[config.mk]
export PLATFORM = sky130hd
export DESIGN_NAME = ex_reg
export DESIGN_NICKNAME = d
export VERILOG_FILES = /design/src/rtl/ex_reg.sv
export SDC_FILE = /design/constraint.sdc
export NUM_CORES = 1
export LEC_CHECK = 0
export ABC_CLOCK_PERIOD_IN_PS = 3700
export BUFFER_PORTS_ARGS = -buffer_cell sky130_fd_sc_hd__clkbuf_2
export CAP_MARGIN = 15
export CORE_MARGIN = 2
export CORE_UTILIZATION = 49
export DETAILED_ROUTE_END_ITERATION = 6
export MAX_ROUTING_LAYER = met4
export PLACE_DENSITY = 0.85
export SYNTH_ARGS = -nofsm -noshare
export SYNTH_HDL_FRONTEND = slang
export SYNTH_SLANG_ARGS = --single-unit
[constraint.sdc]
create_clock -name Clk -period 3.7 [get_ports Clk]
set_input_delay 0.185 -clock Clk [delete_from_list [all_inputs] [get_ports Clk]]
set_output_delay 0.185 -clock Clk [all_outputs]
set_load 0.02 [all_outputs]
[src/rtl/ex_reg.sv]
// EX/MEM pipeline register: latches ALU result plus instruction context, raises overflow/misalign exceptions.
// Latency: one cycle from Id*/Alu* inputs to Ex* outputs; OfCount updates on the same edge.
// Backpressure: Stall freezes every register (Flush included); Flush alone loads a bubble.
module ex_reg #(
    parameter int         DATA_W      = 32,
    parameter int         PC_W        = 30,
    parameter int         CNT_W       = 16,
    parameter logic [3:0] ALU_OP_ADDS = 4'd4,
    parameter logic [3:0] ALU_OP_SUBS = 4'd5
) (
    input  logic              Clk,
    input  logic              Reset_,
    input  logic              Stall,
    input  logic              Flush,
    input  logic [PC_W-1:0]   IdPc,
    input  logic              IdEn,
    input  logic [3:0]        IdAluOp,
    input  logic [1:0]        IdMemOp,
    input  logic [DATA_W-1:0] IdMemWrData,
    input  logic [4:0]        IdDstAddr,
    input  logic              IdGprWe,
    input  logic [2:0]        IdExpCode,
    input  logic [DATA_W-1:0] AluOut,
    input  logic              AluOF,
    output logic [PC_W-1:0]   ExPc,
    output logic              ExEn,
    output logic [1:0]        ExMemOp,
    output logic [DATA_W-1:0] ExMemWrData,
    output logic [4:0]        ExDstAddr,
    output logic              ExGprWe,
    output logic [2:0]        ExExpCode,
    output logic [DATA_W-1:0] ExOut,
    output logic [CNT_W-1:0]  OfCount
);

    localparam logic [2:0] NO_EXP         = 3'd0;
    localparam logic [2:0] EXP_OVERFLOW   = 3'd3;
    localparam logic [2:0] EXP_MISS_ALIGN = 3'd4;
    localparam logic [1:0] MEM_NOP        = 2'd0;

    logic [PC_W-1:0]   ex_pc_q,          ex_pc_d;
    logic              ex_en_q,          ex_en_d;
    logic [1:0]        ex_mem_op_q,      ex_mem_op_d;
    logic [DATA_W-1:0] ex_mem_wr_data_q, ex_mem_wr_data_d;
    logic [4:0]        ex_dst_addr_q,    ex_dst_addr_d;
    logic              ex_gpr_we_q,      ex_gpr_we_d;
    logic [2:0]        ex_exp_code_q,    ex_exp_code_d;
    logic [DATA_W-1:0] ex_out_q,         ex_out_d;
    logic [CNT_W-1:0]  of_count_q,       of_count_d;

    logic       ovf;
    logic       mis;
    logic [2:0] exp_code_nxt;

    // AluOF is only meaningful for the signed add/sub ops; it is stale otherwise.
    always_comb begin
        ovf = IdEn & AluOF & ((IdAluOp == ALU_OP_ADDS) | (IdAluOp == ALU_OP_SUBS));
        mis = IdEn & (IdMemOp != MEM_NOP) & (AluOut[1:0] != 2'b00);

        exp_code_nxt = NO_EXP;
        if (!IdEn)
            exp_code_nxt = NO_EXP;
        else if (IdExpCode != NO_EXP)
            exp_code_nxt = IdExpCode;
        else if (ovf)
            exp_code_nxt = EXP_OVERFLOW;
        else if (mis)
            exp_code_nxt = EXP_MISS_ALIGN;
    end

    always_comb begin
        ex_pc_d          = ex_pc_q;
        ex_en_d          = ex_en_q;
        ex_mem_op_d      = ex_mem_op_q;
        ex_mem_wr_data_d = ex_mem_wr_data_q;
        ex_dst_addr_d    = ex_dst_addr_q;
        ex_gpr_we_d      = ex_gpr_we_q;
        ex_exp_code_d    = ex_exp_code_q;
        ex_out_d         = ex_out_q;
        of_count_d       = of_count_q;

        if (!Stall) begin
            ex_pc_d          = IdPc;
            ex_mem_wr_data_d = IdMemWrData;
            ex_dst_addr_d    = IdDstAddr;
            ex_out_d         = AluOut;

            if (Flush) begin
                ex_en_d       = 1'b0;
                ex_mem_op_d   = MEM_NOP;
                ex_gpr_we_d   = 1'b0;
                ex_exp_code_d = NO_EXP;
            end else begin
                ex_en_d       = IdEn;
                ex_exp_code_d = exp_code_nxt;
                // An excepting instruction must not commit, but stays valid so EPC is reported.
                if (!IdEn || (exp_code_nxt != NO_EXP)) begin
                    ex_mem_op_d = MEM_NOP;
                    ex_gpr_we_d = 1'b0;
                end else begin
                    ex_mem_op_d = IdMemOp;
                    ex_gpr_we_d = IdGprWe;
                end
                if ((exp_code_nxt == EXP_OVERFLOW) && !(&of_count_q))
                    of_count_d = of_count_q + {{(CNT_W-1){1'b0}}, 1'b1};
            end
        end
    end

    always_ff @(posedge Clk) begin
        if (!Reset_) begin
            ex_pc_q          <= '0;
            ex_en_q          <= 1'b0;
            ex_mem_op_q      <= MEM_NOP;
            ex_mem_wr_data_q <= '0;
            ex_dst_addr_q    <= '0;
            ex_gpr_we_q      <= 1'b0;
            ex_exp_code_q    <= NO_EXP;
            ex_out_q         <= '0;
            of_count_q       <= '0;
        end else begin
            ex_pc_q          <= ex_pc_d;
            ex_en_q          <= ex_en_d;
            ex_mem_op_q      <= ex_mem_op_d;
            ex_mem_wr_data_q <= ex_mem_wr_data_d;
            ex_dst_addr_q    <= ex_dst_addr_d;
            ex_gpr_we_q      <= ex_gpr_we_d;
            ex_exp_code_q    <= ex_exp_code_d;
            ex_out_q         <= ex_out_d;
            of_count_q       <= of_count_d;
        end
    end

    assign ExPc        = ex_pc_q;
    assign ExEn        = ex_en_q;
    assign ExMemOp     = ex_mem_op_q;
    assign ExMemWrData = ex_mem_wr_data_q;
    assign ExDstAddr   = ex_dst_addr_q;
    assign ExGprWe     = ex_gpr_we_q;
    assign ExExpCode   = ex_exp_code_q;
    assign ExOut       = ex_out_q;
    assign OfCount     = of_count_q;

endmodule
==> results.json, run 1 <==
{
  "core_um2": 9200,
  "worstSkewPairLatency_ns": 0.49,
  "fp-row-count": 35,
  "power.density_nw_per_um2": 485,
  "peakVddDrop_uv": 425,
  "start_util_pct": 50.5,
  "r2r-end": "OfCount[7]",
  "final_common_cell": "clkbuf_2",
  "final_cell_mix": "clkbuf_2, dfxtp_1, nor2_1",
  "synth_area_um2": 4640,
  "grt_pass1_vias": 4913,
  "fin_util_pct": 81.6,
  "grt_usage_pct": 30.9,
  "numCtsBuffers": 17,
  "die_y_um": 101,
  "cts_sinks": 122,
  "multi_input_area_um2": 2060,
  "p_leak_nw": 3.68,
  "grt_max_degree": 79,
  "worstPathArrival_ns": 2.70,
  "min_path_cells": 3,
  "async_flop_share_pct": 0,
  "r2r_setup_slack_ns": 1.75,
  "path_class": "input port to flop",
  "endpoint_kind": "flop",
  "clock_skew_ns": 0.00917,
  "fill_cells": 508,
  "drive_gt1_share_pct": 34.2,
  "via_per_inst": 5.24,
  "gp_congestion": 0.822,
  "rsz0062_at_grt": "false",
  "syn_inst": 463,
  "cts_setup_buffers": 0,
  "grt_pass1_wl_um": 23900,
  "worst_pin_slew_ns": 1.04,
  "cts.htree.levels": 4,
  "wirelength_um": 16100,
  "detail_route.wl_per_cell_um": 17.5,
  "register_area_um2": 2440,
  "root_buffer": "clkbuf_8",
  "drt_iter0_drc": 155,
  "cts_tree": "yes",
  "cts-resized-gates": 0,
  "holdPathEnd": "ExExpCode[2]",
  "path_cells": "dlygate4sd3_1 -> clkbuf_2 -> o221ai_1 -> a2111oi_0 -> o21a_1 -> o31ai_1 -> a21oi_1",
  "synth_cell_type_count": 36,
  "fin_crit_ns": 2.32,
  "period_share_pct": 62.6,
  "drc": 0,
  "max_freq_ghz": 0.432,
  "ant_nets": 0,
  "cp_num_buf_inv": 2,
  "cpPeakStageDelay_ns": 0.72,
  "grt-ovfl-total": 0,
  "layout.cells.non_filler": 917,
  "slew_headroom_pct": 30.6,
  "cp_slowest_cell": "o21a_1",
  "port_buffers": 235,
  "cp.required_ns": 4.08,
  "clk_pin_slew_worst_paths_ns": 0.06,
  "yosysWarningCount": 0,
  "synth_edf_count": 0,
  "worst-path-max-fanout": 30,
  "drv_slew": 0,
  "clk_path_buf_depth": 2,
  "regToRegStartpoint": "OfCount[0]",
  "nNetsFinal": 908,
  "area_delta_synth_final_pct": 61.7,
  "setup_violations": 0,
  "place_inst": 781,
  "ys_seq_elements": 122,
  "grt_antenna_before_repair": 1,
  "min_path_type": "input port to flop",
  "status": "completed",
  "hold_start": "IdExpCode[2]",
  "die_w_um": 101,
  "ys_seq_area_share_pct": 52.6,
  "syn_area_per_cell_um2": 10.0,
  "dieArea_um2": 10300,
  "io_pins": 237,
  "final.setup.tns_ns": 0,
  "crit_family": "compound AO/OA/AOI/OAI gates",
  "vias": 4809,
  "worst_hold_slack_ns": 0.0784,
  "dpl.hpwl_um": 8690,
  "hold_viol_final": 0,
  "start_kind": "input port",
  "cap_violations": 0,
  "syn-num-nets": 579,
  "rr_worst_depth": 6,
  "ys.flop_type": "dfxtp_1",
  "dr.pass1.iters": 4
}
synthesized netlist by cell type (2+ instances only):
library cell | number | area share [%]
and3_1 | 2 | 0.27
buf_1 | 5 | 0.40
buf_4 | 2 | 0.32
or3_1 | 5 | 0.67
nand2_1 | 11 | 0.89
and4_1 | 2 | 0.38
inv_1 | 2 | 0.16
nand3_1 | 6 | 0.65
nand4_1 | 9 | 1.2
nor2_1 | 106 | 8.6
dfxtp_1 | 122 | 53
o21ai_0 | 8 | 0.86
a22oi_1 | 3 | 0.49
buf_2 | 7 | 0.75
mux2i_1 | 101 | 22
nor4_1 | 2 | 0.27
o31ai_1 | 8 | 1.3
nor3_1 | 2 | 0.22
nand2b_1 | 2 | 0.27
or4_1 | 9 | 1.5
clkbuf_1 | 17 | 1.4
a21oi_1 | 18 | 1.9
metrics by stage:
stage / power, mW / instance area (µm²) / setup slack, ns
global placement: 1.81 / 5850 / 1.44
CTS: 3.63 / 7500 / 1.46
detailed placement: 1.82 / 5850 / 1.36
finish: 3.64 / 7510 / 1.38
global route: 3.75 / 7510 / 1.27
floorplan: 1.67 / 4640 / 1.82
worst register-to-register path, stage by stage, from the launching register on:
cell and delay [ns]:
dfxtp_1 0.34, ha_1 0.23, nand4_1 0.10, or4_1 0.25, nand3_4 0.21, or4_1 0.54, a21oi_1 0.17
area by class of cell:
type / count / area share, %
clock buffer: 19 / 5.75
clock inverter: 13 / 2.55
timing repair buffer: 341 / 29.7
multi-input combinational: 308 / 27.4
antenna: 1 / 0.0333
tap: 111 / 1.85
sequential: 122 / 32.5
inverter: 2 / 0.117
state kept, by name (all words and copies together), names as in the netlist:
name         cells
OfCount         16
ExOut           32
ExEn             1
ExMemOp          2
ExMemWrData     32
ExDstAddr        5
ExExpCode        3
ExGprWe          1
ExPc            30
where the power goes:
group,switching (mW),leakage [nW],internal [mW]
Sequential,0.0414,1.00,1.38
Clock,0.607,0.307,1.12
Combinational,0.267,2.37,0.226
Total,0.915,3.68,2.73
how the worst max path moves through the flow:
stage / to / cells after the start / startpoint
CTS: OfCount[14] / 7 / AluOut[0]
finish: OfCount[14] / 7 / IdMemOp[1]
global placement: OfCount[15] / 5 / Stall
detailed placement: OfCount[7] / 5 / Stall
global route: OfCount[8] / 7 / AluOut[0]
floorplan: OfCount[6] / 8 / OfCount[0]
cells by family (layout without fill, tap and decap cells):
group                      Yosys count  after routing  share of synthesized area, %
adders and majority gates            1              1                         0.269
other                                0              1                             0
DFF                                122            122                          52.6
AOI/OAI and AO/OA                   43             43                          5.85
muxes                              101            101                          21.8
buffers and inverters               33            375                          3.02
and+or+nand+nor                    163            163                          16.5
timing repair:
item | 4_1_cts | 5_1_grt
endpoints found under the setup margin | 0 | 0
hold buffers | 103 | 0
endpoints found under the hold margin | 104 | 0
per-layer routing:
layer  vias up  share of wire (%)  GRT usage [%]
li1       2289                  -              -
met1      2251                 37           30.2
met2       211                 53           55.0
met3        58                5.8           8.01
met4         0                4.2           18.1
met5         -                  0              -
Power figures use the tool's default switching activity.
==> run 2: changes to the inputs <==
- ABC_CLOCK_PERIOD_IN_PS: 3700 -> 2050
- CORE_UTILIZATION: 49 -> 41
- PLACE_DENSITY: 0.85 -> 0.76
- clock period: 3.7 -> 2.05 ns (I/O delays scaled with it)
==> run 2 against run 1 <==
Clock-buffer cell count fell by 1. Clock power rose by 76%. Final cell count up 3.4%. Critical endpoint is now OfCount[7]. Global-route usage fell by 6.5 points. Register-to-register slack got worse by 1.5 ns. Via count fell by 1.6%. Critical path type unchanged. Core utilization shrank 12 points. Final area is 0.83% higher. First-iteration DRC count rose by 75%. Sequential power increased by 80%.
==> results.json, run 2 (synthesis results as in run 1) <==
{
  "clk_path_buf_depth": 2,
  "port_buffers": 235,
  "clk_pin_slew_worst_paths_ns": 0.06,
  "worstSkewPairLatency_ns": 0.41,
  "clock_skew_ns": 0.00523,
  "endpoint_kind": "flop",
  "cpPeakStageDelay_ns": 0.54,
  "max_freq_ghz": 0.534,
  "layout.cells.non_filler": 948,
  "place_inst": 814,
  "min_path_type": "input port to flop",
  "final_common_cell": "clkbuf_2",
  "start_kind": "input port",
  "via_per_inst": 4.99,
  "grt_pass1_wl_um": 23700,
  "cts_setup_buffers": 0,
  "die_w_um": 110,
  "gr-usage-met3_pct": 7.03,
  "dr.pass1.iters": 4,
  "cts_tree": "yes",
  "slew_headroom_pct": 51.1,
  "nNetsFinal": 911,
  "drive_gt1_share_pct": 34.8,
  "vias": 4734,
  "detail_route.wl_per_cell_um": 15.5,
  "path_class": "input port to flop",
  "crit_family": "buffers and inverters",
  "grt_antenna_before_repair": 0,
  "top_usage_layer": "met2",
  "grt_usage_pct": 24.5,
  "p_leak_nw": 3.69,
  "gp_congestion": 0.846,
  "cts.htree.levels": 4,
  "grt_max_degree": 107,
  "numCtsBuffers": 17,
  "drv_slew": 0,
  "dieArea_um2": 12200,
  "worst-path-max-fanout": 30,
  "root_buffer": "clkbuf_16",
  "dpl.hpwl_um": 8590,
  "hold_viol_final": 0,
  "area_delta_synth_final_pct": 63.1,
  "final.setup.tns_ns": 0,
  "start_util_pct": 42.4,
  "grt_pass1_vias": 4844,
  "core_um2": 10900,
  "fin_crit_ns": 1.87,
  "power.density_nw_per_um2": 856,
  "fp-row-count": 38,
  "diodes": 0,
  "period_share_pct": 91.4,
  "peakVddDrop_uv": 457,
  "cts_sinks": 122,
  "cp_num_buf_inv": 3,
  "fill_cells": 781,
  "worst_pin_slew_ns": 0.734,
  "use_met1_pct": 26.9,
  "setup_violations": 0,
  "cap_violations": 0,
  "die_y_um": 110,
  "path_cells": "dlygate4sd3_1 -> clkbuf_2 -> o221ai_1 -> a2111oi_0 -> o21a_1 -> buf_4 -> or4_1 -> a21oi_1",
  "drt_iter0_drc": 271,
  "io_pins": 237,
  "cp.required_ns": 2.38,
  "worstPathArrival_ns": 2.20,
  "final_cell_mix": "clkbuf_2, dfxtp_1, nor2_1",
  "cp_slowest_cell": "dlygate4sd3_1",
  "use_met2_pct": 41.1,
  "rsz0062_at_grt": "false",
  "ant_nets": 0,
  "wirelength_um": 14700,
  "drc": 0,
  "status": "completed",
  "grt-ovfl-total": 0
}
run 2: cell types whose count changed in the layout (fill, tap and decap cells not counted), sizes merged:
cell / delta
clkbuf: -1
diode: -1
bufinv: -1
clkinv: +1
buf: +4
clkinvlp: +2
dlygate4sd3: -1
inv: -1
run 2: final timing paths:
| check | slack (ns) | cells after the start | end | startpoint |
|---|---|---|---|---|
| worst min-delay path | 0.005 | 3 | ExMemOp[0] | IdMemOp[0] |
| worst max register to register | 0.23 | 5 | OfCount[9] | OfCount[8] |
| worst min register to register | 0.47 | 2 | ExExpCode[1] | ExExpCode[1] |
| worst max-delay path | 0.18 | 8 | OfCount[7] | AluOut[0] |
run 2: per-layer routing:
layer  wire length (µm)  share of wire (%)  vias up
met3                902                6.1       47
met4                536                3.7        0
met2               7270                 50      224
met5                  0                  0        -
met1               5970                 41     2174
li1                   -                  -     2289
run 2: layout make-up:
class | count | area (µm²) | area share (%)
sequential | 122 | 2440 | 32.3
timing repair buffer | 344 | 2270 | 30.0
multi-input combinational | 308 | 2060 | 27.3
clock buffer | 18 | 439 | 5.80
tap | 140 | 175 | 2.31
clock inverter | 14 | 173 | 2.28
inverter | 2 | 8.76 | 0.116
run 2: what timing repair did:
action | 4_1_cts | 5_1_grt
gates resized for setup | 0 | 1
setup endpoints to repair | 0 | 2
hold buffers | 102 | 0
endpoints found under the hold margin | 102 | 0
run 2: power by group:
part	switching [mW]	total (mW)	internal, mW
clock network	1.09	3.04	1.95
logic	0.461	0.873	0.412
registers	0.0713	2.56	2.49
run 2: worst min-delay path: stages:
cell and delay (ns):
clkbuf_2 0.13, a22oi_1 0.07, nor2_1 0.07
run 2: per-stage QoR:
| stage | power [mW] | setup slack, ns | area (µm²) | hold slack [ns] | util [%] |
|---|---|---|---|---|---|
| 2_1_floorplan | 3.01 | 0.171 | 4640 | 0.246 | - |
| 3_3_place_gp | 3.27 | 0.249 | 5930 | 0.332 | 54.3 |
| 3_5_place_dp | 3.30 | 0.149 | 5930 | 0.343 | 54.3 |
| 4_1_cts | 6.49 | 0.142 | 7570 | 0.00682 | 69.2 |
| 5_1_grt | 6.72 | 0.0818 | 7570 | 0.00300 | 69.2 |
| 6_report | 6.48 | 0.176 | 7570 | 0.00477 | 69.2 |
